### config.mk
export PLATFORM = sky130hd
export DESIGN_NAME = io_switch_in
export DESIGN_NICKNAME = d
export VERILOG_FILES = /design/src/rtl/io_switch_in_pkg.sv /design/src/rtl/io_switch_in_debounce_bit.sv /design/src/rtl/io_switch_in.sv
export SDC_FILE = /design/constraint.sdc
export NUM_CORES = 1
export LEC_CHECK = 0
export ABC_AREA = 1
export BUFFER_PORTS_ARGS = -buffer_cell sky130_fd_sc_hd__buf_2
export CAP_MARGIN = 20
export CORE_UTILIZATION = 40
export DETAILED_ROUTE_END_ITERATION = 16
export PLACE_DENSITY_LB_ADDON = 0.2
export SYNTH_ARGS = -nofsm -noshare
export SYNTH_HDL_FRONTEND = slang
export SYNTH_HIERARCHICAL = 1
export SYNTH_SLANG_ARGS = --single-unit
### constraint.sdc
create_clock -name clk -period 19.44 [get_ports clk]
set_clock_uncertainty 0.2 [all_clocks]
set_input_delay 1.944 -clock clk [delete_from_list [all_inputs] [get_ports clk]]
set_output_delay 1.944 -clock clk [all_outputs]
set_load 0.005 [all_outputs]
### src/rtl/io_switch_in_pkg.sv
// Shared IO address map and payload types for the memory-mapped IO blocks.
//   IO_ADDR_*  : byte addresses decoded on io_addr (exact match)
//   edge_evt_t : per-bit rise/fall pulse from a debouncer
package io_switch_in_pkg;

    // Output block registers
    localparam logic [31:0] IO_ADDR_SEVEN_SEG = 32'd32;
    localparam logic [31:0] IO_ADDR_LEDS      = 32'd36;

    // Input block registers
    localparam logic [31:0] IO_ADDR_SW_STATE  = 32'd40;
    localparam logic [31:0] IO_ADDR_RISE_EVT  = 32'd44;
    localparam logic [31:0] IO_ADDR_FALL_EVT  = 32'd48;
    localparam logic [31:0] IO_ADDR_IRQ_MASK  = 32'd52;

    typedef struct packed {
        logic rise;
        logic fall;
    } edge_evt_t;

endpackage

### src/rtl/io_switch_in_debounce_bit.sv
// One input bit: synchroniser, sampled debounce window, debounced state and
// single-cycle rise/fall indications aligned with the state change.
//   clk, rst  : clock, async active-high reset
//   tick      : debounce sample strobe (shared across bits)
//   pin       : raw asynchronous pin
//   sw_state  : debounced state (registered)
//   evt_c     : rise/fall of sw_state on the coming edge (combinational)
module io_debounce_bit
    import io_switch_in_pkg::*;
#(
    parameter int unsigned SYNC_STAGES = 2,
    parameter int unsigned DB_SAMPLES  = 4
) (
    input  logic      clk,
    input  logic      rst,
    input  logic      tick,
    input  logic      pin,
    output logic      sw_state,
    output edge_evt_t evt_c
);

    logic [SYNC_STAGES-1:0] sync_q;
    // Only the older DB_SAMPLES-1 samples are stored; the newest comes from the synchroniser.
    logic [DB_SAMPLES-2:0]  window_q;
    logic [DB_SAMPLES-1:0]  window_next_c;
    logic                   state_next_c;

    // Synchroniser chain
    always_ff @(posedge clk or posedge rst) begin
        if (rst) begin
            sync_q <= '0;
        end else begin
            sync_q <= {sync_q[SYNC_STAGES-2:0], pin};
        end
    end

    // Window shift and debounced state decision
    always_comb begin
        window_next_c = {window_q, sync_q[SYNC_STAGES-1]};
        state_next_c  = sw_state;
        if (tick) begin
            if (&window_next_c) begin
                state_next_c = 1'b1;
            end else if (~|window_next_c) begin
                state_next_c = 1'b0;
            end
        end
        evt_c.rise = state_next_c & ~sw_state;
        evt_c.fall = ~state_next_c & sw_state;
    end

    // Window and state registers
    always_ff @(posedge clk or posedge rst) begin
        if (rst) begin
            window_q <= '0;
            sw_state <= 1'b0;
        end else if (tick) begin
            window_q <= window_next_c[DB_SAMPLES-2:0];
            sw_state <= state_next_c;
        end
    end

endmodule

### src/rtl/io_switch_in.sv
// Read side of the memory-mapped IO space: debounced switches, sticky W1C
// edge events, interrupt mask and a single registered level interrupt.
//   clk, rst    : clock, async active-high reset
//   sw_in       : raw switch/button pins (asynchronous)
//   io_addr     : byte address from core
//   io_data_in  : write data
//   io_w_en     : single-cycle write strobe
//   io_data_out : read data, combinational from io_addr
//   irq         : registered level interrupt
module io_switch_in
    import io_switch_in_pkg::*;
#(
    parameter int unsigned IO_DEPTH    = 32,
    parameter int unsigned SYNC_STAGES = 2,
    parameter int unsigned TICK_DIV    = 50000,
    parameter int unsigned DB_SAMPLES  = 4
) (
    input  logic                clk,
    input  logic                rst,
    input  logic [IO_DEPTH-1:0] sw_in,
    input  logic [31:0]         io_addr,
    input  logic [IO_DEPTH-1:0] io_data_in,
    input  logic                io_w_en,
    output logic [IO_DEPTH-1:0] io_data_out,
    output logic                irq
);

    localparam int unsigned CNT_W = (TICK_DIV > 1) ? $clog2(TICK_DIV) : 1;

    logic [CNT_W-1:0]    tick_cnt;
    logic                tick_c;
    logic [IO_DEPTH-1:0] sw_state;
    logic [IO_DEPTH-1:0] rise_set_c;
    logic [IO_DEPTH-1:0] fall_set_c;
    logic [IO_DEPTH-1:0] rise_evt;
    logic [IO_DEPTH-1:0] fall_evt;
    logic [IO_DEPTH-1:0] irq_mask;
    logic [IO_DEPTH-1:0] rise_evt_next_c;
    logic [IO_DEPTH-1:0] fall_evt_next_c;
    logic [IO_DEPTH-1:0] irq_mask_next_c;
    logic                irq_next_c;
    logic                wr_rise_c;
    logic                wr_fall_c;
    logic                wr_mask_c;
    edge_evt_t           evt_c [IO_DEPTH];

    // Shared debounce sample strobe
    assign tick_c = (tick_cnt == CNT_W'(TICK_DIV - 1));

    always_ff @(posedge clk or posedge rst) begin
        if (rst) begin
            tick_cnt <= '0;
        end else if (tick_c) begin
            tick_cnt <= '0;
        end else begin
            tick_cnt <= tick_cnt + CNT_W'(1);
        end
    end

    // Per-bit conditioning
    for (genvar i = 0; i < int'(IO_DEPTH); i++) begin : g_bit
        io_debounce_bit #(
            .SYNC_STAGES (SYNC_STAGES),
            .DB_SAMPLES  (DB_SAMPLES)
        ) u_db (
            .clk      (clk),
            .rst      (rst),
            .tick     (tick_c),
            .pin      (sw_in[i]),
            .sw_state (sw_state[i]),
            .evt_c    (evt_c[i])
        );
        assign rise_set_c[i] = evt_c[i].rise;
        assign fall_set_c[i] = evt_c[i].fall;
    end

    // Event/mask next state; an edge set wins over a same-cycle W1C clear
    always_comb begin
        wr_rise_c       = io_w_en && (io_addr == IO_ADDR_RISE_EVT);
        wr_fall_c       = io_w_en && (io_addr == IO_ADDR_FALL_EVT);
        wr_mask_c       = io_w_en && (io_addr == IO_ADDR_IRQ_MASK);
        rise_evt_next_c = rise_evt;
        fall_evt_next_c = fall_evt;
        irq_mask_next_c = irq_mask;
        if (wr_rise_c) begin
            rise_evt_next_c = rise_evt & ~io_data_in;
        end
        if (wr_fall_c) begin
            fall_evt_next_c = fall_evt & ~io_data_in;
        end
        if (wr_mask_c) begin
            irq_mask_next_c = io_data_in;
        end
        rise_evt_next_c = rise_evt_next_c | rise_set_c;
        fall_evt_next_c = fall_evt_next_c | fall_set_c;
        irq_next_c      = |((rise_evt_next_c | fall_evt_next_c) & irq_mask_next_c);
    end

    always_ff @(posedge clk or posedge rst) begin
        if (rst) begin
            rise_evt <= '0;
            fall_evt <= '0;
            irq_mask <= '0;
            irq      <= 1'b0;
        end else begin
            rise_evt <= rise_evt_next_c;
            fall_evt <= fall_evt_next_c;
            irq_mask <= irq_mask_next_c;
            irq      <= irq_next_c;
        end
    end

    // Side-effect-free read mux
    always_comb begin
        io_data_out = '0;
        case (io_addr)
            IO_ADDR_SW_STATE: io_data_out = sw_state;
            IO_ADDR_RISE_EVT: io_data_out = rise_evt;
            IO_ADDR_FALL_EVT: io_data_out = fall_evt;
            IO_ADDR_IRQ_MASK: io_data_out = irq_mask;
            default:          io_data_out = '0;
        endcase
    end

endmodule
==> flow_summary.json <==
{
  "wl_um": 35360,
  "synth_flop_cell": "dfrtp_1",
  "cts.sinks": 305,
  "netlist_area_um2": 14810,
  "antenna_found_initial": 9,
  "top_layer": "met5",
  "cts_made_buffers": 37,
  "wl_met2_um": 16480,
  "slew_violations": 0,
  "holdBufCountCts": 0,
  "track_usage_pct": 19.42,
  "vdd_drop_max_v": 0.00004914,
  "post-route-min-period_ns": 6.371,
  "dieArea_um2": 37800,
  "grt_pass1_wl_um": 59420,
  "whs_path_depth": 0,
  "holdPathEnd": "g_bit[20].u_db/sync_q[1]",
  "worst_pin_slew_ns": 0.9683,
  "dp_hpwl_um": 24280,
  "fmax_ghz": 0.1570,
  "vias": 12420,
  "r2r_end": "irq",
  "path_class": "input pin to output port",
  "dp.cells": 2509,
  "synth-edff-count": 0,
  "drtAntennaViolNets": 0,
  "power.leakage_nw": 9.801,
  "holdWs_ns": 0.1440,
  "yosysSeqAreaShare_pct": 51.54,
  "dr.pass1.iters": 5,
  "setup_viol": 0,
  "remaining_drc_errors": 0,
  "synth-seq-cells": 305,
  "die_y_um": 194.4,
  "fp-row-count": 70,
  "grt_overflow": 0,
  "initial_core_util_pct": 40.55,
  "drive_above_1_share_pct": 13.06,
  "clkLatencyLatePin_ns": 0.55,
  "ioPinCount": 132,
  "clock_path_buffers": 3,
  "yosys.cell_types.count": 29,
  "wl_per_cell_um": 13.73,
  "cp-start-kind": "input pin",
  "syn_inst": 1934,
  "postCtsSetupBuffers": 0,
  "cts_max_level": 2,
  "grt_setup_unrepaired": "no",
  "synth_nets": 2034,
  "drt_iter0_markers": 677,
  "required_ns": 17.30,
  "root_buffer": "clkbuf_16",
  "min_period_over_period_pct": 32.77,
  "clk_pin_slew_ns": 0.06,
  "finalHoldViolCount": 0,
  "via_per_inst": 4.820,
  "final_nets": 2180,
  "r2r-start": "tick_cnt[0]",
  "hp-class": "flop to flop",
  "status": "completed",
  "wl_met1_um": 16150,
  "end_kind": "output port",
  "r2r_cells": 17,
  "cts_tree": "yes",
  "grt_max_degree": 94,
  "core_um2": 36520,
  "power.density_nw_per_um2": 78.85,
  "avgSynthCellArea_um2": 7.657,
  "r2r_slack_ns": 15.67,
  "arrival_ns": 4.23,
  "cts_resized": 0,
  "final_cells": 2576,
  "min_from": "g_bit[20].u_db/sync_q[0]",
  "slew_headroom_pct": 35.37,
  "fp.dieW_um": 194.4,
  "io_buffers": 131,
  "cp_max_fo": 32,
  "async_reset_ff_share_pct": 100.0,
  "wl_met3_um": 1982,
  "cap_viol_max_count": 0,
  "gp_congestion": 0.8281,
  "grt_pass1_vias": 12140,
  "tns_ns": 0,
  "yosysWarnings": 6,
  "area_growth_pct": 15.89
}
==> placed cells by master, fill, tap and decap left out, drive strengths merged, types with 2 or more instances in the layout <==
cell / n
nor2: 79
diode: 2
nor4: 2
xor2: 3
nand2: 621
inv: 446
clkinv: 11
nand4: 67
o21ai: 140
dfrtp: 305
a21oi: 64
nand3: 132
bufinv: 2
nor3: 6
o2111ai: 32
buf: 141
clkbuf: 49
==> registers in the layout (all words and copies together) (netlist names) <==
register / count
g_bit.u_db/window_q: 96
g_bit.u_db/sync_q: 64
fall_evt: 32
g_bit.u_db/sw_state: 32
irq_mask: 32
rise_evt: 32
tick_cnt: 16
irq: 1
==> Yosys cell counts (2+ instances only) <==
library cell  count  area (um2)
clkbuf_1          9       33.78
nand2_2          34       212.7
inv_2             2       7.510
nor3_1            5       25.02
inv_1           442        1659
nor2_2            3       18.77
dfrtp_1         305        7632
o21ai_0         106       530.5
buf_2             8       40.04
a21oi_1          64       320.3
o2111ai_1        32       280.3
nand4_1          67       419.2
buf_4             4       30.03
o21ai_1           2       10.01
nor2_1           75       281.5
xor2_1            3       26.28
o21ai_2          32       280.3
buf_1            13       48.80
nand2_1         587        2203
nand3_1         132       660.6
==> final cells by class <==
cell class,count,area (um2)
clock buffer,49,1021
tap,468,585.6
multi-input combinational,1151,5376
clock inverter,16,140.1
timing repair buffer,141,733.2
fill,3614,19360
inverter,444,1669
antenna,2,5.005
sequential,305,7632
==> worst max-delay path, stage by stage <==
cell	delay [ns]
buf_2	0.09
nor2_1	0.10
nand2_1	0.06
nor2_1	0.12
nand2_2	0.19
inv_1	0.12
nand3_2	0.74
o2111ai_1	0.64
buf_2	0.19
==> power by group <==
part | switching (mW) | total (mW) | internal [mW]
logic | 0.0275 | 0.0383 | 0.0108
registers | 0.00396 | 0.646 | 0.642
clock network | 0.273 | 0.669 | 0.396
==> worst max-delay path by stage <==
stage | startpoint | to | slack [ns] | cells after the start
after floorplan | tick_cnt[0] | g_bit[0].u_db/window_q[0] | 6.86 | 4
after global placement | io_addr[31] | io_data_out[21] | 13.03 | 9
after detailed placement | io_addr[21] | io_data_out[21] | 13.05 | 9
after CTS | io_addr[31] | io_data_out[21] | 13.04 | 9
after global routing | io_addr[31] | io_data_out[21] | 12.84 | 9
final | io_addr[31] | io_data_out[23] | 13.07 | 9
==> per-stage QoR <==
step                      power (mW)  util [%]  cell area, um2  setup WS [ns]
after CTS                      1.378     46.98           17160          13.04
after global routing           1.405     46.98           17160          12.84
final                          1.353     46.99           17160          13.07
after floorplan               0.6751         -           14810          6.860
after global placement        0.6964     43.80           16000          13.03
after detailed placement      0.6969     43.80           16000          13.05
==> layer usage <==
| metal | up-vias | GRT usage [%] |
|---|---|---|
| met5 | - | 0 |
| met2 | 235 | 31.77 |
| li1 | 6277 | - |
| met4 | 12 | 5.379 |
| met3 | 65 | 4.668 |
| met1 | 5827 | 25.67 |
==> logic make-up (layout without fill, tap and decap cells) <==
family	count (synthesis)	count (layout)	synth area share, %
adder cells (fa/ha/maj)	1	1	0.08447
AO/OA/AOI/OAI	237	237	9.649
flip-flops	305	305	51.54
other	0	2	0
AND/OR/NAND/NOR	909	909	26.21
buffers and inverters	478	650	12.28
XOR/XNOR	4	4	0.2366
No activity file was read; power rests on OpenSTA's default activity.
